==> src/rtl/decode_prefix_seq_pkg.sv <==
// rtl/decode_prefix_seq_pkg.sv - shared constants and encodings for the x86 prefix collector
package decode_prefix_seq_pkg;

    localparam logic [7:0] PFX_REPNE = 8'hF2;
    localparam logic [7:0] PFX_REP   = 8'hF3;
    localparam logic [7:0] PFX_LOCK  = 8'hF0;
    localparam logic [7:0] PFX_ES    = 8'h26;
    localparam logic [7:0] PFX_CS    = 8'h2E;
    localparam logic [7:0] PFX_SS    = 8'h36;
    localparam logic [7:0] PFX_DS    = 8'h3E;
    localparam logic [7:0] PFX_FS    = 8'h64;
    localparam logic [7:0] PFX_GS    = 8'h65;
    localparam logic [7:0] PFX_OPSZ  = 8'h66;
    localparam logic [7:0] PFX_ADSZ  = 8'h67;
    localparam logic [7:0] PFX_ESC   = 8'h0F;

    localparam logic [2:0] SEG_ES   = 3'd0;
    localparam logic [2:0] SEG_CS   = 3'd1;
    localparam logic [2:0] SEG_SS   = 3'd2;
    localparam logic [2:0] SEG_DS   = 3'd3;
    localparam logic [2:0] SEG_FS   = 3'd4;
    localparam logic [2:0] SEG_GS   = 3'd5;
    localparam logic [2:0] SEG_NONE = 3'd7;

    localparam logic [1:0] REP_NONE = 2'd0;
    localparam logic [1:0] REP_F2   = 2'd1;
    localparam logic [1:0] REP_F3   = 2'd2;

    typedef enum logic {
        S_PREFIX,
        S_ESC
    } state_t;

    typedef enum logic [2:0] {
        GRP_NONE,
        GRP_REP,
        GRP_LOCK,
        GRP_SEG,
        GRP_OPSZ,
        GRP_ADSZ,
        GRP_ESC
    } group_t;

endpackage

==> src/rtl/decode_prefix_seq_prefix_classify.sv <==
// rtl/decode_prefix_seq_prefix_classify.sv - combinational byte to prefix group/value classifier
module prefix_classify
    import decode_prefix_seq_pkg::*;
(
    input  logic [7:0] i_byte,
    output logic       o_is_prefix,
    output group_t     o_group,
    output logic [2:0] o_value
);

    always_comb begin
        o_is_prefix = 1'b1;
        o_group     = GRP_NONE;
        o_value     = 3'd0;
        case (i_byte)
            PFX_REPNE: begin o_group = GRP_REP;  o_value = {1'b0, REP_F2}; end
            PFX_REP:   begin o_group = GRP_REP;  o_value = {1'b0, REP_F3}; end
            PFX_LOCK:  o_group = GRP_LOCK;
            PFX_ES:    begin o_group = GRP_SEG;  o_value = SEG_ES; end
            PFX_CS:    begin o_group = GRP_SEG;  o_value = SEG_CS; end
            PFX_SS:    begin o_group = GRP_SEG;  o_value = SEG_SS; end
            PFX_DS:    begin o_group = GRP_SEG;  o_value = SEG_DS; end
            PFX_FS:    begin o_group = GRP_SEG;  o_value = SEG_FS; end
            PFX_GS:    begin o_group = GRP_SEG;  o_value = SEG_GS; end
            PFX_OPSZ:  o_group = GRP_OPSZ;
            PFX_ADSZ:  o_group = GRP_ADSZ;
            PFX_ESC:   o_group = GRP_ESC;
            default:   o_is_prefix = 1'b0;
        endcase
    end

endmodule

==> src/rtl/decode_prefix_seq.sv <==
// rtl/decode_prefix_seq.sv - byte-serial prefix collector with one-entry bundle buffer
module decode_prefix_seq #(
    parameter int         MAX_PREFIX  = 14,
    parameter int         CNT_W       = 4,
    parameter logic [2:0] DEFAULT_SEG = 3'd3
) (
    input  logic             clk,
    input  logic             rst_n,
    input  logic             cs_d_b,
    input  logic             flush,
    input  logic             in_valid,
    input  logic [7:0]       in_byte,
    output logic             in_ready,
    output logic             out_valid,
    input  logic             out_ready,
    output logic [7:0]       out_opcode,
    output logic             out_2byte,
    output logic             out_operand_32bit,
    output logic             out_address_32bit,
    output logic [1:0]       out_rep,
    output logic             out_lock,
    output logic [2:0]       out_seg,
    output logic [CNT_W-1:0] out_prefix_count,
    output logic             out_redundant,
    output logic             out_fault
);
    import decode_prefix_seq_pkg::*;

    state_t           r_state;
    logic [CNT_W-1:0] r_cnt;
    logic [1:0]       r_rep;
    logic             r_lock;
    logic [2:0]       r_seg;
    logic             r_opsz;
    logic             r_adsz;
    logic             r_redundant;

    logic             w_is_prefix;
    group_t           w_group;
    logic [2:0]       w_value;
    logic             w_accept;
    logic             w_in_esc;
    logic             w_at_limit;
    logic             w_load;
    logic             w_fault;
    logic             w_dup;

    prefix_classify u_classify (
        .i_byte      (in_byte),
        .o_is_prefix (w_is_prefix),
        .o_group     (w_group),
        .o_value     (w_value)
    );

    assign in_ready   = ~out_valid | out_ready;
    assign w_accept   = in_valid & in_ready;
    assign w_in_esc   = (r_state == S_ESC);
    assign w_at_limit = (r_cnt == CNT_W'(MAX_PREFIX));
    // After 0F every byte is the opcode, so neither prefix nor limit logic applies there.
    assign w_fault    = ~w_in_esc & w_is_prefix & w_at_limit;
    assign w_load     = w_accept & (w_in_esc | ~w_is_prefix | w_at_limit);

    always_comb begin
        w_dup = 1'b0;
        case (w_group)
            GRP_REP:  w_dup = (r_rep != REP_NONE);
            GRP_LOCK: w_dup = r_lock;
            GRP_SEG:  w_dup = (r_seg != SEG_NONE);
            GRP_OPSZ: w_dup = r_opsz;
            GRP_ADSZ: w_dup = r_adsz;
            default:  w_dup = 1'b0;
        endcase
    end

    always_ff @(posedge clk or negedge rst_n) begin
        if (!rst_n) begin
            r_state           <= S_PREFIX;
            r_cnt             <= '0;
            r_rep             <= REP_NONE;
            r_lock            <= 1'b0;
            r_seg             <= SEG_NONE;
            r_opsz            <= 1'b0;
            r_adsz            <= 1'b0;
            r_redundant       <= 1'b0;
            out_valid         <= 1'b0;
            out_opcode        <= '0;
            out_2byte         <= 1'b0;
            out_operand_32bit <= 1'b0;
            out_address_32bit <= 1'b0;
            out_rep           <= REP_NONE;
            out_lock          <= 1'b0;
            out_seg           <= DEFAULT_SEG;
            out_prefix_count  <= '0;
            out_redundant     <= 1'b0;
            out_fault         <= 1'b0;
        end else if (flush) begin
            r_state     <= S_PREFIX;
            r_cnt       <= '0;
            r_rep       <= REP_NONE;
            r_lock      <= 1'b0;
            r_seg       <= SEG_NONE;
            r_opsz      <= 1'b0;
            r_adsz      <= 1'b0;
            r_redundant <= 1'b0;
            out_valid   <= 1'b0;
        end else begin
            if (w_load) begin
                out_valid <= 1'b1;
            end else if (out_ready) begin
                out_valid <= 1'b0;
            end

            if (w_load) begin
                out_opcode        <= in_byte;
                out_2byte         <= w_in_esc;
                out_operand_32bit <= cs_d_b ^ r_opsz;
                out_address_32bit <= cs_d_b ^ r_adsz;
                out_rep           <= r_rep;
                out_lock          <= r_lock;
                out_seg           <= (r_seg == SEG_NONE) ? DEFAULT_SEG : r_seg;
                out_prefix_count  <= r_cnt;
                out_redundant     <= r_redundant;
                out_fault         <= w_fault;
                r_state           <= S_PREFIX;
                r_cnt             <= '0;
                r_rep             <= REP_NONE;
                r_lock            <= 1'b0;
                r_seg             <= SEG_NONE;
                r_opsz            <= 1'b0;
                r_adsz            <= 1'b0;
                r_redundant       <= 1'b0;
            end else if (w_accept) begin
                r_cnt       <= r_cnt + 1'b1;
                r_redundant <= r_redundant | w_dup;
                case (w_group)
                    GRP_REP:  r_rep   <= w_value[1:0];
                    GRP_LOCK: r_lock  <= 1'b1;
                    GRP_SEG:  r_seg   <= w_value;
                    GRP_OPSZ: r_opsz  <= 1'b1;
                    GRP_ADSZ: r_adsz  <= 1'b1;
                    GRP_ESC:  r_state <= S_ESC;
                    default:  ;
                endcase
            end
        end
    end

endmodule

==> config.mk <==
export PLATFORM = sky130hd
export DESIGN_NAME = decode_prefix_seq
export DESIGN_NICKNAME = d
export VERILOG_FILES = /design/src/rtl/decode_prefix_seq_pkg.sv /design/src/rtl/decode_prefix_seq_prefix_classify.sv /design/src/rtl/decode_prefix_seq.sv
export SDC_FILE = /design/constraint.sdc
export NUM_CORES = 1
export LEC_CHECK = 0
export ABC_AREA = 0
export BUFFER_PORTS_ARGS = -buffer_cell sky130_fd_sc_hd__buf_4
export CAP_MARGIN = 20
export CORE_UTILIZATION = 49
export DETAILED_ROUTE_END_ITERATION = 16
export PLACE_DENSITY_LB_ADDON = 0.08
export SLEW_MARGIN = 5
export SYNTH_ARGS = -nofsm -noshare
export SYNTH_HDL_FRONTEND = slang
export SYNTH_SLANG_ARGS = --single-unit
==> constraint.sdc <==
create_clock -name clk -period 1.96 [get_ports clk]
set_input_delay 0.392 -clock clk [delete_from_list [all_inputs] [get_ports clk]]
set_output_delay 0.392 -clock clk [all_outputs]
set_load 0.01 [all_outputs]
Word level (Yosys, flattened, before mapping)
Index checks and enable logic that the tools add are counted.
{"block": "classes", "bitwise_logic": 14, "muxes": 38, "reduce_logical": 21, "add_sub_neg": 1, "eq_ne": 21}
{"op": "8-bit by 6-bit equality test with 1-bit output, second input constant", "count": 4}
{"op": "8-bit by 7-bit equality test with 1-bit output, second input constant", "count": 4}
{"op": "8-bit equality test, second input constant", "count": 3}
{"op": "3-bit nonzero test", "count": 8}
{"op": "1-bit 2-to-1 mux", "count": 23}
{"op": "3-bit one-hot mux with 6 select lines", "count": 1}
{"op": "3-bit 2-to-1 mux", "count": 5}
{"op": "3-bit one-hot mux with 5 select lines", "count": 1}
{"op": "2-bit AND reduction", "count": 7}
{"op": "3-bit equality test, second input constant", "count": 4}
{"op": "4-bit 2-to-1 mux", "count": 3}
{"op": "12-bit OR reduction", "count": 1}
{"op": "8-bit by 4-bit equality test with 1-bit output, second input constant", "count": 1}
{"op": "2-bit 2-to-1 mux", "count": 4}
{"op": "3-bit by 2-bit equality test with 1-bit output, second input constant", "count": 2}
{"op": "2-bit OR reduction", "count": 3}
{"op": "6-bit OR reduction", "count": 1}
{"op": "1-bit one-hot mux with 5 select lines", "count": 1}
{"op": "4-bit by 1-bit adder with 4-bit output, second input constant", "count": 1}
{"op": "1-bit AND", "count": 4}
{"op": "4-bit equality test, second input constant", "count": 1}
{"op": "1-bit NOT", "count": 4}
{"op": "1-bit OR", "count": 4}
{"op": "3-bit by 1-bit equality test with 1-bit output, second input constant", "count": 1}
{"op": "other kinds (3)", "count": 4}
{"block": "totals", "ff_bits": 38, "word_cells": 114, "inputBits": 14, "out_inout_bits": 25}

Longest topological paths before layout
Gate-level depths: netlist (run 1).
{"block": "depth", "word_depth": 9, "ltp_mapped": 7}

Hierarchy
From an unflattened synthesis (run 1), not the netlist that was laid out.
{"block": "hier_totals", "hier_cells": 162, "area_unflattened_um2": 1954.4}
{"mod": "decode_prefix_seq", "area_per_inst_um2": 1741.7, "cells_per_inst": 133, "instances": 1, "seq_area_each_um2": 957.2}
{"mod": "prefix_classify", "area_per_inst_um2": 212.7, "cells_per_inst": 29, "instances": 1, "seq_area_each_um2": 0.0}

Worst setup path after synthesis (run 1)
OpenSTA, ideal clock, no wires.
{"block": "synth_timing", "path_kind": "input-to-reg", "startpoint": "input in_byte[7]", "endpoint": "register out_address_32bit", "arrival_ns": 1.907, "required_ns": 1.835, "path_buffers": 1, "path_slack_ns": -0.072, "path_stages": 6, "setup_time_ns": 0.125, "path_cell_list": "nand2b_2 -> nor4_4 -> nor4_4 -> o31ai_4 -> buf_6 -> mux2_4"}
{"block": "synth_between", "elab_chain_cells": 8, "word_cells_on_any_way": 19, "cone_classes": "eq/ne: 12; mux: 1; bitwise: 4; reduce/logical: 2"}
{"item": "start: declaration", "line": "decode_prefix_seq.sv:12", "source": "input logic [7:0] in_byte,"}
{"item": "8-bit equality test, or another cell as far along", "line": "decode_prefix_seq_prefix_classify.sv:15", "source": "case (i_byte)"}
{"item": "12-bit OR reduction (no source line) *"}
{"item": "1-bit 2-to-1 mux *", "line": "decode_prefix_seq_prefix_classify.sv:15"}
{"item": "1-bit NOT *", "line": "decode_prefix_seq.sv:61", "source": "assign w_load = w_accept & (w_in_esc | ~w_is_prefix | w_at_limit);"}
{"item": "1-bit OR * (2 in a row)", "line": "decode_prefix_seq.sv:61"}
{"item": "1-bit AND *", "line": "decode_prefix_seq.sv:61"}
{"item": "2-bit AND reduction (no source line) *"}
{"item": "end signal: assignment", "line": "decode_prefix_seq.sv:117", "source": "out_address_32bit <= cs_d_b ^ r_adsz;"}
{"item": "end: declaration", "line": "decode_prefix_seq.sv:19", "source": "output logic out_address_32bit,"}
Every way passes the cells marked *; elsewhere a longest branch is shown, timed or not.
A chain may end at the register's enable or synchronous reset.

Final worst setup path (run 1)
{"block": "layout_timing", "startpoint": "register r_cnt[1]", "endpoint": "register out_seg[2]"}
{"block": "layout_between", "elab_chain_cells": 4}
{"item": "start: declaration", "line": "decode_prefix_seq.sv:30", "source": "logic [CNT_W-1:0] r_cnt;"}
{"item": "start signal: assignment", "line": "decode_prefix_seq.sv:133", "source": "r_cnt <= r_cnt + 1'b1;"}
{"item": "4-bit equality test", "line": "decode_prefix_seq.sv:58", "source": "assign w_at_limit = (r_cnt == CNT_W'(MAX_PREFIX));"}
{"item": "1-bit OR", "line": "decode_prefix_seq.sv:61"}
{"item": "1-bit AND", "line": "decode_prefix_seq.sv:61"}
{"item": "2-bit AND reduction (no source line)"}
{"item": "end signal: assignment", "line": "decode_prefix_seq.sv:120", "source": "out_seg <= (r_seg == SEG_NONE) ? DEFAULT_SEG : r_seg;"}
{"item": "end: declaration", "line": "decode_prefix_seq.sv:22", "source": "output logic [2:0] out_seg,"}
No other way between the ends.

==> flow_summary.ini, run 1 <==
[sta]
slew_headroom = 0.695
period_minus_slack_ns = 1.84
setup_viol = 0
whs_ns = 0.0556
slew_violations = 0
worst_slew_pin_slew_ns = 0.457
max_freq_mhz = 543
hold_viol = 0
clock_skew_ns = 0.00720
min_period_over_period = 0.939
layout_setup_ws_ns = 0.119
rsz0062_at_grt = no

[global_routing]
grt_use_total = 0.203
grt_pass1_wl_mm = 6.47
grt_pass1_vias = 1348
grt_max_degree = 39
overflow = 0
antenna_found_initial = 0

[detailed_routing]
vias = 1385
viasPerCell = 5.33
wl_per_cell_um = 14.4
dr.pass1.iters = 4
wl_mm = 3.75
drc = 0
first_iter_violations = 69
ant_nets = 0

[die]
pin_count = 39
rows = 22
die_w_um = 65.0
core_um2 = 3740
initial_core_util = 0.520
dieArea_um2 = 4230
die_y_um = 65.0

[clock_tree]
cts_root_buf = clkbuf_8
clock_latency_ns = 0.29
clockBufferDepth = 2
cts.sinks = 38
postCtsHoldBufs = 0
cts_tree = yes
clk_pin_slew_ns = 0.07
cts_setup_buffers = 0
numCtsBuffers = 5
cts_resized = 0
ctsHtreeMaxLevel = 2

[finish]
post-route-util = 0.667
final_cell_mix = buf_4 (58), dfrtp_1 (33), mux2_4 (20)
final_layout_size_suffix_gt1_frac = 0.472
nets = 227
diodes = 0
area_growth_pct = 28.3
n_fill_cell = 307
layout_commonest_cell = buf_4
final_area_um2 = 2500

[power]
worst_ir_drop_vdd_uv = 489
power_mw = 1.69
p_leak_nw = 1.23
power_density_nw_per_um2 = 678

[synthesis]
syn_inst = 152
yosys.area.top_type_share = 0.424
synthesis.nets = 168
synthArstFlopShare = 1.00
syn_area_um2 = 1950
synth_edf_count = 0
synth_seq_cells = 38
ys.warnings.count = 0
seq_area_frac_synth = 0.492
synth_area_leaders = dfrtp_1 (42%), mux2_4 (15%), dfstp_2 (6.7%)
yosysTopAreaCell = dfrtp_1
synth.avg_cell_area_um2 = 12.8
netlist-cell-type-count = 48
synth-main-ff-cell = dfrtp_1

[critical_path]
required_ns = 2.13
critPathKind = reg -> reg
worstPathArrival_ns = 2.01
slowest_delay_ns = 0.43
path_cells = ha_1 -> and3_1 -> o31ai_4 -> buf_4 -> mux2_4
critPathLaunchType = register
endpoint_kind = register
cp_slowest_cell = dfrtp_1
crit_fanout = 12

[placed_design]
place_congestion = 0.919
dpl_cell_area_um2 = 2410
port_buffers = 38
pre_cts_slack_ns = -0.138
dp_hpwl_mm = 2.82

[min_path]
hold_class = in -> async

[run]
maxCapViolCount = 0

[run_status]
outcome = finished, final reports clean
## metrics by stage
step                      TNS (ns)  std cells
final                            0        260
after detailed placement     -2.75        252
after global placement       -1.66        252
after global routing             0        260
after floorplan                  0        152
after CTS                        0        260
## routing by layer
layer	up-vias	global-route usage	routed length (µm)
met1	659	0.286	1780
li1	673	-	-
met2	51	0.306	1710
met5	-	0	0
met3	2	0.0493	235
met4	0	0.0652	19
## layout make-up
class / instances / area [µm²] / share of cell area
repair buffers: 58 / 435 / 0.174
clock buffers: 7 / 86.3 / 0.0346
clock inverters: 1 / 5.00 / 0.00200
flip-flops and latches: 38 / 957 / 0.383
multi-input cells: 105 / 942 / 0.377
well taps: 48 / 60.1 / 0.0240
inverters: 3 / 11.3 / 0.00451
## state kept, by name, indices dropped and copies added (netlist names), 2 cells and up
signal,count
r_seg,3
out_rep,2
out_seg,3
r_cnt,4
out_prefix_count,4
r_rep,2
out_opcode,8
## report_power, final
part | switching, mW | internal, mW | leakage, nW
combinational | 0.134 | 0.162 | 0.691
sequential | 0.0257 | 0.827 | 0.490
clock | 0.259 | 0.284 | 0.0482
total | 0.419 | 1.27 | 1.23
## cells by family (layout without fill, tap and decap cells)
logic type	count (synthesis)	in the layout	share of synthesized area
and+or+nand+nor	45	45	0.154
DFF	38	38	0.492
AOI/OAI and AO/OA	29	29	0.116
muxes	25	25	0.181
buffers and inverters	9	69	0.0270
xor gates and xnor gates	4	4	0.0180
adders and majority gates	2	2	0.0129
## cell usage after synthesis, types with 2 or more instances
cell      instances
a32o_1            2
mux2_4           20
nor4_4            3
nor2_1           12
ha_1              2
xor2_1            4
nand3_1           2
buf_6             2
nor3_4            2
a21oi_1           5
nand2_1          10
mux2i_1           4
nand2b_1          2
nor3_1            2
clkbuf_1          2
o21ai_0           4
o31ai_1           3
dfstp_2           5
and3_1            2
inv_1             3
o21a_1            2
dfrtp_1          33
## path summary, 6_finish.rpt
kind,startpoint,to,cells past startpoint,slack [ns]
min,rst_n,out_prefix_count[0]$_DFFE_PN0P_,1,0.06
max,r_cnt[1]$_DFFE_PN0P_,out_seg[2]$_DFFE_PN0P_,5,0.12
min in group clk,flush,out_valid$_DFFE_PN0P_,2,0.31
min reg2reg,out_fault$_DFFE_PN0P_,out_fault$_DFFE_PN0P_,2,0.50
max in group asynchronous,rst_n,r_seg[1]$_DFFE_PN1P_,1,1.55
max reg2reg,r_cnt[1]$_DFFE_PN0P_,out_seg[2]$_DFFE_PN0P_,5,0.12
## critical path: cells and delay by family (launching register included)
kind / cells / cell delay (ns)
muxes: 1 / 0.32
and+or+nand+nor: 1 / 0.23
AOI/OAI and AO/OA: 1 / 0.26
adders and majority gates: 1 / 0.19
buffers and inverters: 1 / 0.29
DFF: 1 / 0.43
Power figures use the tool's default switching activity.
==> run 2, diff against run 1 <==
Settings changed: CAP_MARGIN 20 to unset, PLACE_DENSITY set to 0.75, PLACE_DENSITY_LB_ADDON 0.08 to unset.
==> run 2 against run 1 <==
  * Routed wire length increased by 9.1%
  * Sequential power about the same
  * Critical path type unchanged
  * Flip-flop and latch count unchanged
  * Die area unchanged
  * Clock-buffer cell count unchanged
  * Critical path depth unchanged
==> flow_summary.ini, run 2 (synthesis gave the netlist of run 1 again) <==
[run_status]
outcome = finished, final reports clean

[sta]
slew_headroom = 0.667
clock_skew_ns = 0.00475
period_minus_slack_ns = 1.84
hold_viol = 0
max_freq_mhz = 544
worst_slew_pin_slew_ns = 0.495
rsz0062_at_grt = no
min_period_over_period = 0.939
setup_viol = 0
slew_violations = 0
whs_ns = 0.0600

[placed_design]
port_buffers = 38
dp_hpwl_mm = 3.05
dp_cells = 251
place_congestion = 0.892

[power]
power_frac_clock = 0.369
p_int_mw = 1.41
power_density_nw_per_um2 = 728
power_switching_uw = 427
seq_power_share = 0.466
p_leak_nw = 1.23
worst_ir_drop_vdd_uv = 395
power_frac_comb = 0.165
power.share.switching = 0.233
power_mw = 1.83

[finish]
final_layout_size_suffix_gt1_frac = 0.469
diodes = 0
fin_cells = 259
area_growth_pct = 29.2
top_register = out_opcode
post-route-util = 0.672
largest_register_ffs = 8
final_cell_mix = buf_4 (57), dfrtp_1 (33), mux2_4 (20)
nets = 226
layout_commonest_cell = buf_4
top_regs = out_opcode (8), out_prefix_count (4), r_cnt (4)
n_fill_cell = 294

[detailed_routing]
dr.pass1.iters = 4
drc = 0
wl_mm = 4.08
first_iter_violations = 103
wl_per_cell_um = 15.8
vias = 1428
ant_nets = 0
viasPerCell = 5.51

[global_routing]
grt_pass1_vias = 1458
grt_max_degree = 39
grt_use_total = 0.212
antenna_found_initial = 0
grt_pass1_wl_mm = 6.62
overflow = 0

[critical_path]
rrSetupSlack_ns = 0.12
worstPathArrival_ns = 2.01
critPathLaunchType = register
crit_fanout = 10
required_ns = 2.13
r2r_end = out_address_32bit$_DFFE_PN0P_
r2r-start = r_cnt[1]$_DFFE_PN0P_
worstRegToRegCells = 5
endpoint_kind = register
critPathKind = reg -> reg

[die]
pin_count = 39
dieArea_um2 = 4230
die_w_um = 65.0
initial_core_util = 0.520
rows = 22
core_um2 = 3740
die_y_um = 65.0

[clock_tree]
clock_latency_ns = 0.28
cts_setup_buffers = 0
numCtsBuffers = 5
cts.sinks = 38
cts_resized = 0
postCtsHoldBufs = 0
clk_pin_slew_ns = 0.07
clockBufferDepth = 2
ctsHtreeMaxLevel = 2
cts_tree = yes
cts_root_buf = clkbuf_8

[min_path]
hold_class = in -> async

[run]
maxCapViolCount = 0
-- run 2: changes by cell type in the layout (fill, tap and decap cells not counted), sizes merged --
| cell | before | now |
|---|---|---|
| buf | 58 | 57 |
| bufinv | 0 | 1 |
| clkinv | 1 | 0 |
-- run 2: per-layer routing --
metal	vias up	wire, µm	track usage
li1	667	-	-
met1	698	1710	0.250
met2	51	2110	0.353
met3	12	177	0.0739
met4	0	94	0.0788
met5	-	0	0
-- run 2: power groups by stage --
stage          Combinational, mW  Clock (mW)  Sequential [mW]
2_1_floorplan              0.130           0            0.883
3_3_place_gp               0.295           0            0.864
3_5_place_dp               0.305           0            0.868
4_1_cts                    0.305       0.689            0.854
5_1_grt                    0.324       0.732            0.858
6_report                   0.303       0.676            0.853
-- run 2: how the worst max path moves through the flow --
| stage | to | cells after the start | from | slack [ns] |
|---|---|---|---|---|
| 2_1_floorplan | out_address_32bit$_DFFE_PN0P_ | 7 | in_byte[0] | 0.01 |
| 3_3_place_gp | out_redundant$_DFFE_PN0P_ | 7 | in_byte[3] | -0.07 |
| 3_5_place_dp | out_address_32bit$_DFFE_PN0P_ | 7 | in_byte[7] | -0.13 |
| 4_1_cts | out_address_32bit$_DFFE_PN0P_ | 5 | r_cnt[1]$_DFFE_PN0P_ | 0.12 |
| 5_1_grt | out_opcode[6]$_DFFE_PN0P_ | 5 | r_cnt[1]$_DFFE_PN0P_ | 0.06 |
| 6_report | out_address_32bit$_DFFE_PN0P_ | 5 | r_cnt[1]$_DFFE_PN0P_ | 0.12 |
-- run 2: metrics by stage --
stage               setup TNS, ns  instance area [µm²]  setup slack, ns
global placement            -1.19                 2400          -0.0688
detailed placement          -2.59                 2400           -0.127
floorplan                       0                 1950           0.0143
global route                    0                 2510           0.0551
finish                          0                 2510            0.120
CTS                             0                 2510            0.116
-- run 2: critical path, cell delays in order, from the launching register on --
cell     delay (ns)
dfrtp_1        0.43
ha_1           0.22
and3_1         0.22
o31ai_4        0.26
buf_4          0.27
mux2_4         0.32
-- run 2: cell type report --
cell class | count | area (µm²) | area share
Tap cell | 48 | 60.1 | 0.0239
Clock inverter | 1 | 30.0 | 0.0119
Multi-Input combinational cell | 105 | 942 | 0.375
Clock buffer | 7 | 86.3 | 0.0343
Sequential cell | 38 | 957 | 0.381
Timing Repair Buffer | 57 | 428 | 0.170
Inverter | 3 | 11.3 | 0.00448
